**src/rtl/sample_framer.sv**
```systemverilog
// sample_framer: int16 -> IEEE-754 single converter feeding a two-bank
// ping-pong frame buffer that streams whole N-sample frames with sof/eof.
module sample_framer #(
    parameter int N    = 8,
    parameter int LOGN = 3
) (
    input  logic        clk,
    input  logic        rst,
    input  logic        in_valid,
    input  logic [15:0] in_sample,
    output logic        in_ready,
    output logic        out_valid,
    output logic [31:0] out_data,
    output logic        out_sof,
    output logic        out_eof,
    input  logic        out_ready,
    output logic [15:0] frames_out
);

    typedef enum logic {IDLE, STREAM} state_t;

    state_t            state_q, state_d;
    logic [1:0]        full_q, full_d;
    logic              wr_bank_q, wr_bank_d;
    logic [LOGN-1:0]   wr_idx_q, wr_idx_d;
    logic              rd_bank_q, rd_bank_d;
    logic [LOGN-1:0]   rd_idx_q, rd_idx_d;
    logic [15:0]       frames_q, frames_d;
    logic              out_valid_q, out_valid_d;
    logic [31:0]       out_data_q, out_data_d;
    logic              out_sof_q, out_sof_d;
    logic              out_eof_q, out_eof_d;

    logic [31:0]       mem_q [2][N];

    logic [16:0]       mag;
    logic [4:0]        lead;
    logic [39:0]       shifted;
    logic [31:0]       conv;
    logic              wr_en;
    logic [LOGN-1:0]   rd_nxt;

    // Exact conversion: magnitude needs 17 bits so -32768 maps to 2^15.
    always_comb begin
        mag = in_sample[15] ? (17'd0 - {in_sample[15], in_sample})
                            : {1'b0, in_sample};
        lead = 5'd0;
        for (int i = 0; i < 17; i++) begin
            if (mag[i]) lead = 5'(i);
        end
        shifted = {mag, 23'd0} >> lead;
        if (mag == 17'd0) conv = 32'd0;
        else conv = {in_sample[15], 8'd127 + {3'd0, lead}, shifted[22:0]};
    end

    assign in_ready   = !full_q[wr_bank_q];
    assign wr_en      = in_valid && in_ready;
    assign rd_nxt     = rd_idx_q + LOGN'(1);
    assign out_valid  = out_valid_q;
    assign out_data   = out_data_q;
    assign out_sof    = out_sof_q;
    assign out_eof    = out_eof_q;
    assign frames_out = frames_q;

    always_ff @(posedge clk) begin
        if (wr_en) mem_q[wr_bank_q][wr_idx_q] <= conv;
    end

    always_comb begin
        state_d     = state_q;
        full_d      = full_q;
        wr_bank_d   = wr_bank_q;
        wr_idx_d    = wr_idx_q;
        rd_bank_d   = rd_bank_q;
        rd_idx_d    = rd_idx_q;
        frames_d    = frames_q;
        out_valid_d = out_valid_q;
        out_data_d  = out_data_q;
        out_sof_d   = out_sof_q;
        out_eof_d   = out_eof_q;

        if (wr_en) begin
            wr_idx_d = wr_idx_q + LOGN'(1);
            if (wr_idx_q == LOGN'(N-1)) begin
                full_d[wr_bank_q] = 1'b1;
                wr_bank_d         = ~wr_bank_q;
            end
        end

        unique case (state_q)
            IDLE: begin
                if (full_q[rd_bank_q]) begin
                    state_d     = STREAM;
                    rd_idx_d    = '0;
                    out_valid_d = 1'b1;
                    out_data_d  = mem_q[rd_bank_q][0];
                    out_sof_d   = 1'b1;
                    out_eof_d   = (N == 1);
                end
            end
            STREAM: begin
                if (out_ready) begin
                    if (rd_idx_q != LOGN'(N-1)) begin
                        rd_idx_d   = rd_nxt;
                        out_data_d = mem_q[rd_bank_q][rd_nxt];
                        out_sof_d  = 1'b0;
                        out_eof_d  = (rd_nxt == LOGN'(N-1));
                    end else begin
                        full_d[rd_bank_q] = 1'b0;
                        rd_bank_d         = ~rd_bank_q;
                        rd_idx_d          = '0;
                        frames_d          = frames_q + 16'd1;
                        // Back-to-back frame when the other bank is ready.
                        if (full_q[~rd_bank_q]) begin
                            out_data_d = mem_q[~rd_bank_q][0];
                            out_sof_d  = 1'b1;
                            out_eof_d  = (N == 1);
                        end else begin
                            state_d     = IDLE;
                            out_valid_d = 1'b0;
                            out_sof_d   = 1'b0;
                            out_eof_d   = 1'b0;
                        end
                    end
                end
            end
        endcase
    end

    always_ff @(posedge clk or posedge rst) begin
        if (rst) begin
            state_q     <= IDLE;
            full_q      <= '0;
            wr_bank_q   <= 1'b0;
            wr_idx_q    <= '0;
            rd_bank_q   <= 1'b0;
            rd_idx_q    <= '0;
            frames_q    <= '0;
            out_valid_q <= 1'b0;
            out_data_q  <= '0;
            out_sof_q   <= 1'b0;
            out_eof_q   <= 1'b0;
        end else begin
            state_q     <= state_d;
            full_q      <= full_d;
            wr_bank_q   <= wr_bank_d;
            wr_idx_q    <= wr_idx_d;
            rd_bank_q   <= rd_bank_d;
            rd_idx_q    <= rd_idx_d;
            frames_q    <= frames_d;
            out_valid_q <= out_valid_d;
            out_data_q  <= out_data_d;
            out_sof_q   <= out_sof_d;
            out_eof_q   <= out_eof_d;
        end
    end

endmodule
```
**config.mk**
```make
export PLATFORM = sky130hd
export DESIGN_NAME = sample_framer
export DESIGN_NICKNAME = d
export VERILOG_FILES = /design/src/rtl/sample_framer.sv
export SDC_FILE = /design/constraint.sdc
export NUM_CORES = 1
export LEC_CHECK = 0
export ABC_AREA = 1
export CORE_MARGIN = 1
export CORE_UTILIZATION = 35
export CTS_CLUSTER_SIZE = 25
export DETAILED_ROUTE_END_ITERATION = 12
export PLACE_DENSITY = 0.55
export SLEW_MARGIN = 20
export SYNTH_ARGS = -nofsm -noshare
export SYNTH_HDL_FRONTEND = slang
export SYNTH_SLANG_ARGS = --single-unit
```
**constraint.sdc**
```tcl
create_clock -name clk -period 4 [get_ports clk]
set_clock_uncertainty 0.05 [all_clocks]
set_input_delay 0.4 -clock clk [delete_from_list [all_inputs] [get_ports clk]]
set_output_delay 0.4 -clock clk [all_outputs]
set_load 0.01 [all_outputs]
```
* Yosys cells after proc, flatten, opt, wreduce, memory -nomap -nowiden *
Memories as Yosys holds them, arrays and structs flattened.
Index checks and enable logic that the tools add are counted.

operators by class
  reduce and logical (&&, ||, !) cells = 11
  muxes and demuxes = 66
  bitwise gates (word level) = 9
  shifts and indexed selects = 1
  equality and inequality tests = 8
  $lt $le $gt $ge = 8
  $add $sub $neg = 5

operator list
  kind                                                number
  2-to-1 mux 256 bit                                  1
  2-to-1 mux 32 bit                                   8
  binary-select mux 32 bit (select 3 bit)             1
  demux 32 bit (select 3 bit)                         1
  2-to-1 mux 5 bit                                    15
  case mux 32 bit (2 select lines)                    1
  right shift 40 x 5 -> 23 bit                        1
  2-to-1 mux 1 bit                                    23
  logical NOT 17 bit                                  1
  2-to-1 mux 17 bit                                   1
  subtractor 1 x 16 -> 17 bit, first input constant   1
  adder 16 x 1 -> 16 bit, second input constant       1
  2-to-1 mux 2 bit                                    5
  2-to-1 mux 3 bit                                    3
  adder 7 x 5 -> 8 bit, first input constant          1
  >= comparator 4 bit, second input constant          2
  inequality test 2 bit, second input constant        4
  inverter 3 -> 4 bit                                 2
  case mux 1 bit (2 select lines)                     4
  adder 3 x 1 -> 3 bit, second input constant         2
  equality test 3 bit, second input constant          2
  < comparator 1 x 2 -> 1 bit, second input constant  3
  case mux 3 bit (2 select lines)                     1
  AND reduction 3 bit                                 2
  other kinds (13)                                    22

word-level totals
  input port bits = 20
  memories kept = 1
  bits in writable memories = 512
  word-level logic and storage cells = 120
  output and inout bits = 52
  register bits after elaboration = 62

memories
  memory  words  width  read ports  clocked after memory_dff  wr ports  line  source
  mem_q   2      256    2           0                         1         34    logic [31:0] mem_q [2][N];

* Logic depth before layout (Yosys ltp) *
Gate-level depths: netlist of run 1.

  word-level depth = 20
  depth in mapped cells = 25
  depth with buffers taken out = 25

* Least setup slack after synthesis of run 1 *
OpenSTA, ideal clock, no wires.

  kind = register to register
  start point = reg full_q[0]
  end point = mem mem_q[0][192] (netlist bit), enable pin
  setup time = 0.461 ns
  arrival time = 3.368 ns
  clock period less this slack = 3.879 ns
  setup slack = 0.121 ns
  cell stages (with the launch flop) = 6
  path buffers = 0
  required time = 3.489 ns
  cell sequence = dfrtp_1 -> o21ai_0 -> nand2_1 -> inv_1 -> nand2_1 -> nor3_1

between the ends
  longest elaborated chain between the ends = 6

RTL lines
  what                                                 line  source
  start, declared                                      23    logic [1:0] full_q, full_d;
  start signal, assigned                               145   full_q <= full_d;
  2-to-1 mux 1 bit (not written as such) (2 in a row)  56    assign in_ready = !full_q[wr_bank_q];
  logical NOT 1 bit                                    56
  via in_ready                                         11    output logic in_ready,
  logical AND 1 bit                                    57    assign wr_en = in_valid && in_ready;
  2-to-1 mux 1 bit                                     66    if (wr_en) mem_q[wr_bank_q][wr_idx_q] <= conv;
  2-to-1 mux 256 bit (not written as such)             66
  end, declared                                        34

The timed path passes the listed nets, and every way through them passes these cells. The select of a mux whose other input is x is not followed.

* Worst setup path in the final report of run 1 *
  start point = in in_sample[0]
  end point = mem mem_q[0][175] (netlist bit), data pin

between the ends
  longest elaborated chain between the ends = 20
  elaborated cells on any way between the ends = 21
  those cells by class = add/sub: 1; shift: 1; mux: 18; reduce/logical: 1

RTL lines
  what                            line  source
  start, declared                 10    input logic [15:0] in_sample,
  subtractor 1 x 16 -> 17 bit     45    mag = in_sample[15] ? (17'd0 - {in_sample[15], in_sample})
  2-to-1 mux 17 bit (*)           45
  2-to-1 mux 1 bit                49    if (mag[i]) lead = 5'(i);
  2-to-1 mux 5 bit (15 in a row)  49
  right shift 40 x 5 -> 23 bit    51    shifted = {mag, 23'd0} >> lead;
  2-to-1 mux 32 bit (*)           52    if (mag == 17'd0) conv = 32'd0;
  via conv[15]                    39    logic [31:0] conv;

The timed path passes the listed nets; every way through them passes the cells marked *.

==> impl_results.md, run 1 <==
- Outcome: completed
- Clock latency on the worst-skew pair: 630 ps
- Die area: just over 70000 um^2
- Max frequency: ~300 MHz
- # DRC: 0
- Vias per cell: around 5.1
- Final setup viols: 0
- RSZ-0062 raised after global routing: false
- Crit-path max FO: 17
- WS Path Type: input port to flop
- MaxCap Viol Count: 0
- Crit path DAT: roughly 3600 ps
- Fillers: between 6000 and 7000
- Area growth, synth to finish: 18.2%
- Die Y: 267 um
- IO Count: 72
- CP top delay family: simple AND/OR/NAND/NOR gates
- Post-synth top area share: between 60% and 70%
- Initial Util: between 30% and 40%
- Top FF cell, synth: edfxtp_1
- Pre-CTS setup slack: between 20 and 30 ps
- DP HPWL: 35500 um
- Worst slew pin tran: 996 ps
- RR Endpoint: out_data[14]
- Reg-to-reg startpoint: rd_bank_q
- Number of global-route vias before repair: 16700
- Global route total overflow: 0
- Async S/R FF share, synth: 10.8%
- Core Region: roughly 69000 um^2
- Setup ws final: just under 700 ps
- Synth Warn #: 0
- Max IR drop VDD: a little under 0.0007 V
- Sw Pwr: roughly 7.9 mW
- Crit-path cells: clkdlybuf4s50_1, inv_1, ha_1, nand3_1, inv_2, nand2_1, nand2_1, xor2_1, nand2_1, nand2_1, nand2_1, nand2_1, nand2_1, nand2_2, nand2_4, inv_1, nand2_1, nand2_1, nand2_1, nand2_1, nor2_1, nor2_1
- Most numerous cell in the Yosys netlist: edfxtp_1
- Ant diodes: 0
- Max-slew violations: 0
- Initial antenna violation count: 0
- Startpoint types: input port
- Synthesized flop and latch total: 574
- Final setup TNS: 0 ps
- Register area: between 15000 and 20000 um^2
- Sink Count: between 500 and 600
- Seq/Total Area, Yosys: 68.9%
- Pint: roughly 13 mW
- Power Dens Cells: between 700 and 800 nW/um^2
- Root Driver: clkbuf_16
- Period utilization: between 80% and 90%
- Num rows: 96
- Cts bufs inserted: ~60
- IO buf count: 71
- Post-CTS Hold Fix Bufs: 0
- R2r worst-path depth: 9
- GRT Overall Usage: a little under a fifth
- Flop pwr share: about 37%
- Slowest-stage cell, CP: nor2_1
- Clock power share: between 20 and 30%
- Resized Gates After CTS: 0
- Unique masters post-synth: 42
- Clock-pin slew on the worst setup and hold paths: ~60 ps
- Die width: 267 um
- WL final: roughly 67000 um
- Number of post-CTS setup repair buffers: 0
- Worst Hold Class: input port to asynchronous set/reset pin
- Post-synth EDFFs: 512
- Synth Cell Area: 24600 um^2
- Router iterations before antenna repair: 6
- Final Hold Viols: 0
- Tot Pwr: 20.8 mW
- Mapped Avg Cell Area: approximately 11 um^2
- Post-route ant nets: 0
- Most frequent cells after synthesis: edfxtp_1 (512), nor2_1 (346), o21ai_0 (335), nand2_1 (253), clkbuf_1 (103)
- CTS tree: yes
- Largest area contributor in the netlist: edfxtp_1
- Synth area leaders: edfxtp_1 (63%), o21ai_0 (6.8%), dfrtp_1 (6.3%), nor2_1 (5.3%), nand2_1 (3.9%)
- Buf/Inv on CP: 4
- CTS H-Tree Depth: 2
- Nets: about 2400
- Global-route wire length before repair: between 100000 and 150000 um
- Final core utilization: approximately 42%
- Fin crit period: about 3300 ps
- Routed len/inst: approximately 20 um
- Bufs on Longest Clock Path: 3
- Vias: 17100
- Leakage power: roughly 10 nW
- Multi-input logic area: between 7000 and 8000 um^2
- Crit-path max cell delay: approximately 730 ps
- Gate Count Post-Synth: 2140
- Largest net degree at the start of global routing: a little over 200
- Net Sw Frac: 37.9%
- GP Congestion: between 0.8 and 0.9
- Max_slew headroom: ~33%
- Crit. End Element: flop
- Req. time, crit path: around 4200 ps
- Power share of the combinational group: ~37%
- Cell repeated most along the worst path: nand2_1
- Layout cell share with drive strength beyond 1: approximately 9%
- DRT iter0 DRCs: ~1400
- R2r setup slk: slightly above 900 ps
==> power by group through the flow <==
stage / Combinational [mW] / Sequential [mW] / Clock [mW]
floorplan: 4.74 / 7.77 / 0
global placement: 7.70 / 7.77 / 0
finish: 7.79 / 7.66 / 5.38
detailed placement: 7.80 / 7.79 / 0
CTS: 7.82 / 7.67 / 5.49
global route: 8.57 / 7.73 / 5.70
==> stage by stage <==
stage / hold WS, ps / area [um^2] / cells
2_1_floorplan: 408 / 25100 / 2283
3_3_place_gp: 411 / 27200 / 3220
3_5_place_dp: 428 / 27200 / 3220
4_1_cts: 206 / 29000 / 3329
5_1_grt: 248 / 29000 / 3329
6_report: 190 / 29000 / 3329
==> sequential cells by signal (all words and copies together) (netlist names) <==
| name | flops |
|---|---|
| full_q | 2 |
| mem_q | 512 |
| out_valid | 1 |
| frames_out | 16 |
| out_sof | 1 |
| state_q | 1 |
| wr_idx_q | 3 |
| rd_bank_q | 1 |
| wr_bank_q | 1 |
| out_data | 32 |
| rd_idx_q | 3 |
| out_eof | 1 |
==> how the worst max path moves through the flow <==
| stage | startpoint | slack (ps) | depth (start not counted) | to |
|---|---|---|---|---|
| floorplan | full_q[0] | 120 | 5 | mem_q[0][192] |
| CTS | in_sample[0] | 700 | 17 | mem_q[1][123] |
| detailed placement | in_sample[0] | 30 | 17 | mem_q[1][219] |
| global placement | in_sample[0] | 150 | 18 | mem_q[1][219] |
| global route | in_sample[0] | 270 | 22 | mem_q[0][175] |
| finish | in_sample[0] | 690 | 22 | mem_q[0][175] |
==> cells by family (layout without fill, tap and decap cells) <==
logic type	count (synthesis)	count (layout)	synth area share, %
compound gates	587	587	14.1
flops	574	574	68.9
fa+ha+maj	9	9	0.459
xor+xnor	22	22	0.846
other cells	1	144	0.0153
simple gates	714	714	11.8
buf+inv	233	348	3.79
==> cell usage in the layout (no fill, tap or decap), types with 11 or more instances in the layout <==
cell and count:
o21ai_0 335, clkbuf_1 18, nand3_1 63, clkbuf_16 59
nor2_1 341, xnor2_1 14, nand2_1 253, dfrtp_1 60
o2111ai_1 26, o21a_1 28, o22ai_1 96, clkdlybuf4s50_1 71
clkinv_1 11, a21oi_1 16, inv_1 80, buf_4 67
o311ai_0 27, inv_2 11, o211ai_1 43, conb_1 144
edfxtp_1 512, nor3_2 13
==> per-layer routing <==
layer	share of wire [%]	GRT usage (%)	vias up
met5	0	0	-
met4	2.8	6.74	0
met3	5.1	2.41	120
met2	48	32.0	510
met1	44	24.9	8461
li1	-	-	8040
==> worst reg2reg max path: cells and delay by family (launching register included) <==
kind            cells  cell delay [ps]
compound gates      5             1050
buf+inv             2             1180
flops               1              550
simple gates        2              200
==> area by class of cell <==
| type | count | area share (%) |
|---|---|---|
| Sequential cell | 574 | 58.3 |
| Multi-Input combinational cell | 1476 | 25.3 |
| Clock buffer | 81 | 5.51 |
| Timing Repair Buffer | 144 | 4.59 |
| Tap cell | 931 | 4.01 |
| Inverter | 95 | 1.28 |
| Clock inverter | 28 | 0.944 |
Note: power is estimated with default switching activity, not from simulation.
==> run 2, diff against run 1 <==
--- a/config.mk
+++ b/config.mk
@@ -10,7 +10,7 @@
 export CORE_UTILIZATION = 35
 export CTS_CLUSTER_SIZE = 25
 export DETAILED_ROUTE_END_ITERATION = 12
-export PLACE_DENSITY = 0.55
+export PLACE_DENSITY = 0.57
 export SLEW_MARGIN = 20
 export SYNTH_ARGS = -nofsm -noshare
 export SYNTH_HDL_FRONTEND = slang
==> constraint.sdc (replaced) <==
create_clock -name clk -period 3 [get_ports clk]
set_clock_uncertainty 0.05 [all_clocks]
set_input_delay 0.3 -clock clk [delete_from_list [all_inputs] [get_ports clk]]
set_output_delay 0.3 -clock clk [all_outputs]
set_load 0.01 [all_outputs]
==> impl_results.md, run 2 (synthesized netlist as in run 1, its figures left out) <==
- Post-CTS Hold Fix Bufs: 0 (unchanged)
- Commonest non-fill, non-tap cells in the layout: edfxtp_1 (512), nor2_1 (337), o21ai_0 (333)
- RR Endpoint: frames_out[15]
- Fillers: 6392 (-0.73%)
- Core Region: 68900 um^2 (unchanged)
- GRT Overall Usage: 18.8% (-0.058 points)
- DP HPWL: 35400 um (-0.26%)
- Global routing usage on met1: 24.5% (-0.40 points)
- Sw Pwr: 10.6 mW (+34%)
- Tot Pwr: 29.0 mW (+39%)
- Post-route ant nets: 0 (unchanged)
- IO Count: 72 (unchanged)
- R2r worst-path depth: 14 (+5)
- Register area: 16900 um^2 (unchanged)
- Crit path DAT: 3200 ps (-350 ps)
- Clock-pin slew on the worst setup and hold paths: 60 ps (about the same)
- Worst Hold Class: input port to asynchronous set/reset pin
- Global route total overflow: 0 (unchanged)
- Num rows: 96 (unchanged)
- Final Hold Viols: 0 (unchanged)
- Ant diodes: 0 (unchanged)
- Number of global-route vias before repair: 17100 (+2.1%)
- Grt met3 use: 2.68% (+0.28 points)
- Flop pwr share: 35.1% (-1.7 points)
- Initial antenna violation count: 0 (unchanged)
- Req. time, crit path: 3440 ps (-800 ps)
- Die width: 267 um (unchanged)
- R2r setup slk: 250 ps (-670 ps)
- Net Sw Frac: 36.6% (-1.3 points)
- Nets: 2453 (+3.1%)
- Router iterations before antenna repair: 5 (-1)
- Outcome: completed
- # DRC: 0 (unchanged)
- Worst slew pin tran: 953 ps (-42.9 ps)
- Clock latency on the worst-skew pair: 610 ps (-20 ps)
- Max frequency: roughly 360 MHz
- GP Congestion: 0.798 (-3.3%)
- Final setup viols: 0 (unchanged)
- Cells after DPL: 3285 (+2.0%)
- Max-slew violations: 0 (unchanged)
- IO buf count: 71 (unchanged)
- CTS H-Tree Depth: 2 (unchanged)
- Most used routing layer: met2
- Max reg flops: 512 (unchanged)
- Most common cell after layout, fill and taps aside: edfxtp_1
- Largest net degree at the start of global routing: 151 (-26%)
- Vias per cell: 5.12 (-0.47%)
- Routed len/inst: 19.5 um (-2.6%)
- Bufs on Longest Clock Path: 3 (unchanged)
- WS Path Type: flop to flop
- Multi-input logic area: 7470 um^2 (+1.6%)
- Area growth, synth to finish: 23.4%
- CTS tree: yes
- Crit. End Element: flop
- Power Dens Cells: 956 nW/um^2 (+33%)
- Max_slew headroom: 36.2% (+2.9 points)
- Vias: 17400 (+1.7%)
- Reg-to-reg startpoint: rd_idx_q[0]
- Fin crit period: roughly 2800 ps
- Period utilization: 91.8%
- Layout cell share with drive strength beyond 1: 12.7% (+3.8 points)
- Die Y: 267 um (unchanged)
- Leakage power: 10.8 nW (+5.6%)
- Cts bufs inserted: 59 (unchanged)
- Max IR drop VDD: 0.000660 V (-3.0%)
- Startpoint types: flop
- WL final: 66400 um (-0.49%)
- Global-route wire length before repair: 102000 um (+0.52%)
- Biggest register: mem_q
- Met2 Resource Use GR: 32.5% (+0.47 points)
- Initial Util: 35.6% (unchanged)
- Power share of the combinational group: 37.8% (+0.4 points)
- Fin cells: 3402 (+2.2%)
- MaxCap Viol Count: 0 (unchanged)
- Pint: 18.4 mW (+42%)
- Root Driver: clkbuf_16
- DRT iter0 DRCs: 1342 (-5.8%)
- Sink Count: 574 (unchanged)
- Die area: 71200 um^2 (unchanged)
- Clock power share: 27.1% (+1.3 points)
- Crit-path max FO: 7 (-10)
## run 2: changes by cell type in the layout (fill, tap and decap cells not counted), moves of 4 or more
cell and change:
clkbuf_8 -4, buf_4 +40, nor3_4 +6, inv_1 -5, clkinvlp_4 +8, nand3_2 +4, nand3_1 -4, nor2_1 -4
bufinv_16 +8, nand2_1 -5, buf_12 +30, nor3_2 -6
## run 2: layout make-up
cell class | count | share of cell area [%]
sequential | 574 | 55.9
multi-input combinational | 1476 | 24.7
timing repair buffer | 215 | 7.42
clock buffer | 76 | 5.22
tap | 931 | 3.84
clock inverter | 32 | 1.62
inverter | 95 | 1.26
timing repair inverter | 3 | 0.0743
## run 2: critical path, stage by stage, from the launching register on
cell	delay [ps]
dfrtp_4	440
ha_1	180
ha_1	250
nand2_1	130
inv_2	150
nand2_2	140
inv_2	140
nand2_1	80
nor4b_2	310
nand3_1	110
nor2_1	150
nand2_1	100
nor2_1	160
nand3_1	110
xnor2_1	130
## run 2: power groups by stage
stage	Clock (mW)	Combinational, mW	Sequential, mW
3_3_place_gp	0	10.8	10.3
3_5_place_dp	0	10.9	10.3
2_1_floorplan	0	6.34	10.4
4_1_cts	7.99	10.9	10.2
6_report	7.84	10.9	10.2
5_1_grt	8.28	12.1	10.2
## run 2: worst max-delay path by stage
stage	startpoint	to	slack, ps
2_1_floorplan	full_q[0]	mem_q[0][192]	-880
3_3_place_gp	in_sample[0]	mem_q[0][239]	-580
3_5_place_dp	in_sample[0]	mem_q[1][239]	-730
4_1_cts	in_sample[0]	mem_q[0][144]	80
5_1_grt	in_sample[1]	mem_q[1][149]	-60
6_report	rd_idx_q[0]	frames_out[15]	250
## run 2: per-layer routing
metal,up-vias,routed length (um)
met1,8656,28800
met2,476,32800
met3,103,3150
li1,8189,-
met5,-,0
met4,0,1650
## run 2: metrics by stage
stage / setup WS (ps) / setup TNS (ps) / cell area, um^2 / hold slack (ps) / utilization [%]
floorplan: -879 / -168800 / 25100 / 408 / -
global placement: -576 / -130910 / 28000 / 411 / 40.7
detailed placement: -727 / -160460 / 28000 / 414 / 40.7
CTS: 83.5 / 0 / 30100 / 10.9 / 43.7
global route: -57.5 / -2100 / 30300 / 33.5 / 43.9
finish: 246 / 0 / 30300 / 12.6 / 43.9
## run 2: what timing repair did
item / in CTS / in global routing
resized for setup: 2 / 31
gates cloned: 0 / 3
pin swaps: 0 / 10
buffers inserted: 0 / 6
endpoints found under the setup margin: 32 / 304
==> edit 1 (flow settings as in run 2) <==
Set the parameter `LOGN` to 2 (it was 3).
--- a/src/rtl/sample_framer.sv
+++ b/src/rtl/sample_framer.sv
@@ -2,7 +2,7 @@
 // ping-pong frame buffer that streams whole N-sample frames with sof/eof.
 module sample_framer #(
     parameter int N    = 8,
-    parameter int LOGN = 3
+    parameter int LOGN = 2
 ) (
     input  logic        clk,
     input  logic        rst,
Check against the original RTL: same outputs for any inputs over 4 cycles, from zero or initial values and one cycle with rst high; that may be too few to reach the edited logic, so the function may still have changed.
==> edit 1 against run 2 <==
Synthesized area fell by 42%; routed wire length fell by 47%; final area fell by 41%; first-iteration DRC count fell by 55%; sequential cell count fell by 258; core utilization rose by 0.55 points; setup slack got worse by 0.032 ns; total power fell by 44%; global-route usage fell by 1.4 points; critical path type is now in -> reg; largest power group unchanged.
==> edit 1: results (changes against run 2) <==
* Initial antenna violation count at 0 (unchanged)
* Metal3 WL at 1620 um (-49%)
* R2R cell count at 4 (-10)
* Root Driver: clkbuf_16
* Post-synthesis adder-cell area fraction at 0.874% (+0.42 points)
* Layout cells sized above 1 at 13.7% (+1.0 points)
* Worst R2R Start: wr_bank_q
* Status: completed
* Largest net degree at the start of global routing at 75 (-50%)
* Area contributors post-synth: edfxtp_1 54%, dfrtp_1 10%, o21ai_0 4.8%, nand2_1 4.6%, nor2_1 4.4%
* WHS at 0.0761 ns (+0.0635 ns)
* Number of H-tree levels at 2 (unchanged)
* Max FFs per register at 256 (-50%)
* Max-Cap Viols at 0 (unchanged)
* Met1 wire length at 16,100 um (-44%)
* Met1 Use GR at 23.4% (-1.0 points)
* Total wire length at 35,500 um (-47%)
* Final nets at 1,555 (-37%)
* GPL Wtd Cong at 0.813 (+2.0%)
* Flop2flop setup slack at 0.65 ns (+0.40 ns)
* CP delay by family, top: simple AND/OR/NAND/NOR gates
* CP max stage delay at 0.49 ns (+0.05 ns)
* Met3 Use GR at 2.18% (-0.50 points)
* Crit-path slowest cell: o21ai_1
* Worst vdd ir at 477 uV (-28%)
* Count leader, synth: edfxtp_1
* Cell Area, Placed at 0.0166 mm^2 (-41%)
* Met2 Use GR at 29.9% (-2.6 points)
* Post-synthesis mux area share at 0% (unchanged)
* Cells after Synth at 1,321 (-38%)
* DR vias/cell at 4.96 (-3.2%)
* Top sig layer: met4
* GRT Util Overall at 17.4% (-1.4 points)
* DRT iter0 DRCs at 598 (-55%)
* Biggest register: mem_q
* Count of cell types in the netlist at 42 (unchanged)
* Post-synth ARST share at 19.0% (+8.2 points)
* Vias in the first global route at 10,200 (-41%)
* Detail Route met2 WL at 17,200 um (-47%)
* Xor/xnor share of the synthesized area at 1.63% (+0.79 points)
* Num CTS Buffers at 34 (-42%)
* Min-delay worst type: in -> async
* Sequential share of the synthesized area at 64.2% (-4.7 points)
* Global-route wire length before repair at 56,600 um (-44%)
* Post-synth EDFFs at 256 (-50%)
* DP Cell Count at 2,013 (-39%)
* Pint at 0.0104 W (-43%)
* Clock latency on the worst-skew pair at 0.51 ns (-0.10 ns)
* Top cells by count, synth: 256 x edfxtp_1, 176 x nand2_1, 166 x nor2_1
* Avg WL per Cell at 17.1 um (-12%)
* PortBufs at 71 (unchanged)
* LEAKAGE at 6.80 nW (-37%)
* CP arrival at 2.96 ns (-0.24 ns)
* DP Wirelength at 20,800 um (-41%)
* Yosys warnings at 0 (unchanged)
* Worst-path maximum fanout at 8 (+1)
* Pre-CTS setup slack at -0.452 ns (+0.275 ns)
* Measured slew at the worst slew-check pin at 0.715 ns (-0.238 ns)
* Synth Area in Compound Gates at 15.7% (+1.6 points)
* R2r endpoint: mem_q[0][233]
-- edit 1: repair_timing --
action	CTS	global route
endpoints found under the setup margin	0	173
setup buffers	0	1
resized for setup	0	26
-- edit 1: kinds of logic after synthesis --
| family | after synthesis |
|---|---|
| AND/OR/NAND/NOR | 437 |
| XOR/XNOR | 25 |
| flip-flops | 316 |
| AO/OA/AOI/OAI | 356 |
| adder cells (fa/ha/maj) | 10 |
| buffers and inverters | 176 |
| other | 1 |
-- edit 1: power by group through the flow --
stage	logic (W)	clock network, W	registers [W]
after floorplan	0.00378	0	0.00607
after global placement	0.00607	0	0.00610
after detailed placement	0.00618	0	0.00611
after CTS	0.00619	0.00419	0.00603
after global routing	0.00688	0.00437	0.00609
final	0.00617	0.00411	0.00602
-- edit 1: worst register-to-register path: stages (launching register included) --
cell,delay (ns)
dfrtp_1,0.50
o21ai_0,0.33
nand2_1,0.33
nor3_2,0.31
buf_4,0.47
-- edit 1: through the flow --
stage               total power, W  util [%]  setup TNS, ns
floorplan                  0.00985         -        -154.56
global placement            0.0122      41.5         -38.69
detailed placement          0.0123      41.5         -55.24
CTS                         0.0164      44.3              0
global route                0.0173      44.5              0
finish                      0.0163      44.5              0
-- edit 1: worst max path at each step --
stage	from	endpoint	slack, ns	depth (start not counted)
floorplan	wr_bank_q	mem_q[0][160]	-0.79	3
global placement	in_sample[1]	mem_q[0][217]	-0.33	21
detailed placement	in_sample[1]	mem_q[1][238]	-0.45	19
CTS	in_sample[1]	mem_q[1][238]	0.09	19
global route	in_sample[0]	mem_q[1][210]	0.002	19
finish	in_sample[0]	mem_q[1][250]	0.21	15
-- edit 1: cell type report --
cell class	instances	area (um^2)
timing repair buffer	176	1660
fill	3715	22200
inverter	97	367
clock inverter	15	124
clock buffer	46	980
tap	525	657
multi-input combinational	900	4830
sequential	316	9190
==> edit 2 (settings of run 2) <==
Without the edit above. Make the reset (`rst`) synchronous in one clocked block.
--- a/src/rtl/sample_framer.sv
+++ b/src/rtl/sample_framer.sv
@@ -127,7 +127,7 @@
         endcase
     end
 
-    always_ff @(posedge clk or posedge rst) begin
+    always_ff @(posedge clk) begin
         if (rst) begin
             state_q     <= IDLE;
             full_q      <= '0;
Formal check against the unedited RTL: same outputs for any inputs over 4 cycles, from zero or initial values and one cycle with rst high; that may be too few to reach the edited logic, so the function may still have changed.
==> edit 2 against run 2 <==
Synthesized cell count rose by 2.1%; global-route usage is 0.45 points higher; final area shrank 1.4%; sequential cell count rose by 1; die area shrank 0.55%; routed wire length rose by 3.4%; synthesized area down 0.56%; setup slack got worse by 0.087 ns; highest routed layer is now met5.
Power is not compared: it rests on default switching activity, and its combinational part moved more than twofold at a synthesized area within 25%.
==> edit 2: results (changes against run 2) <==
* Status: completed
* Cell Area, Placed at 0.0279 mm^2 (-0.38%)
* Measured slew at the worst slew-check pin at 0.921 ns (-0.0320 ns)
* Final nets at 2,502 (+2.0%)
* PortBufs at 71 (unchanged)
* Global-route wire length before repair at 103,000 um (+1.1%)
* Post-synthesis adder-cell area fraction at 0.461% (+0.0026 points)
* Drt pass-1 iters at 6 (+1)
* Synth Area in Compound Gates at 15.3% (+1.2 points)
* Largest net degree at the start of global routing at 98 (-35%)
* Min-delay worst type: in -> reg
* Max-Cap Viols at 0 (unchanged)
* Initial antenna violation count at 4 (+4)
* Area contributors post-synth: edfxtp_1 63%, o21ai_0 6.3%, dfxtp_1 5.2%, nor2_1 5.1%, nand2_1 3.9%
* DRT iter0 DRCs at 1,700 (+27%)
* Count of cell types in the netlist at 43 (+2.4%)
* DR vias/cell at 5.18 (+1.1%)
* Fillers at 6,316 (-1.2%)
* Avg WL per Cell at 19.9 um (+1.9%)
* Num CTS Buffers at 56 (-5.1%)
* CP arrival at 3.26 ns (+0.06 ns)
* Worst-path maximum fanout at 16 (+9)
* DP Wirelength at 38,100 um (+7.6%)
* Pre-CTS setup slack at -0.620 ns (+0.107 ns)
* Post-synth ARST share at 0% (-11 points)
* Sequential share of the synthesized area at 68.1% (-0.80 points)
* Xor/xnor share of the synthesized area at 0.277% (-0.57 points)
* GRT Util Overall at 19.3% (+0.45 points)
* Biggest register: mem_q
* Vias in the first global route at 17,100 (-0.082%)
* Top cells by count, synth: 512 x edfxtp_1, 334 x nor2_1, 308 x o21ai_0
* GPL Wtd Cong at 0.813 (+1.9%)
* Layout cells sized above 1 at 12.5% (-0.20 points)
[edit 2: cell count changes in the layout (fill, tap and decap cells not counted), sizes merged, moves of 19 or more]
cell / before / now
o2111ai: 26 / 0
dfxtp: 0 / 63
dfrtp: 62 / 0
o22ai: 96 / 77
o21a: 28 / 1
a21oi: 17 / 100
o21ai: 342 / 321
o221ai: 0 / 38
[edit 2: metrics by stage]
step	hold WS, ns	setup TNS [ns]	utilization (%)	std cells	power, W
floorplan	0.395	-158.94	-	2329	0.00993
global placement	0.392	-123.40	40.6	3341	0.0105
global route	0.357	-0.456	43.4	3449	0.0179
finish	0.343	0	43.4	3451	0.0173
detailed placement	0.409	-156.02	40.6	3341	0.0105
CTS	0.314	0	43.2	3444	0.0173
[edit 2: final cells by class]
cell class / instances / area [um^2] / area share [%]
diodes: 2 / 5.00 / 0.0167
clock buffers: 76 / 1540 / 5.16
clock inverters: 27 / 235 / 0.787
inverters: 107 / 419 / 1.40
multi-input cells: 1500 / 7620 / 25.5
flip-flops and latches: 575 / 16600 / 55.7
well taps: 931 / 1160 / 3.90
repair buffers: 230 / 2220 / 7.44
repair inverters: 3 / 22.5 / 0.0754
[edit 2: critical path: stages]
cell and delay, ns:
clkdlybuf4s50_1 0.51, nor2_4 0.17, nand4_1 0.21, nor2_2 0.21, buf_4 0.13, nand3_2 0.09
nand2_2 0.10, xnor2_2 0.08, buf_4 0.16, nor3_4 0.23, nand2_2 0.15, clkinv_2 0.11
nand3_1 0.21, buf_4 0.22, nor2_1 0.18, buf_12 0.17
[edit 2: timing repair]
action                                  CTS  global route
resized for setup                         0            32
buffers inserted                          0             2
endpoints found under the setup margin    0           251
[edit 2: final timing paths]
path                                startpoint  slack (ns)              to  cells past startpoint
worst max-delay path              in_sample[2]        0.16   mem_q[1][220]                     16
worst min register to register  frames_out[15]        0.42  frames_out[15]                      1
worst max register to register     rd_idx_q[1]        0.32  frames_out[14]                     18
worst min-delay path                 out_ready        0.34     rd_idx_q[2]                      3
[edit 2: per-layer routing]
metal	share of wire (%)	wire, um	GRT usage (%)	up-vias
li1	-	-	-	8405
met1	43	29500	25.8	8701
met2	47	32500	31.6	665
met3	7.4	5050	3.85	102
met4	2.3	1600	5.81	4
met5	0.039	27	0	-
[edit 2: power breakdown]
group	internal, W	switching (W)
clock network	0.00393	0.00292
registers	0.00907	0.0000334
logic	0.000457	0.000879
total	0.0135	0.00383
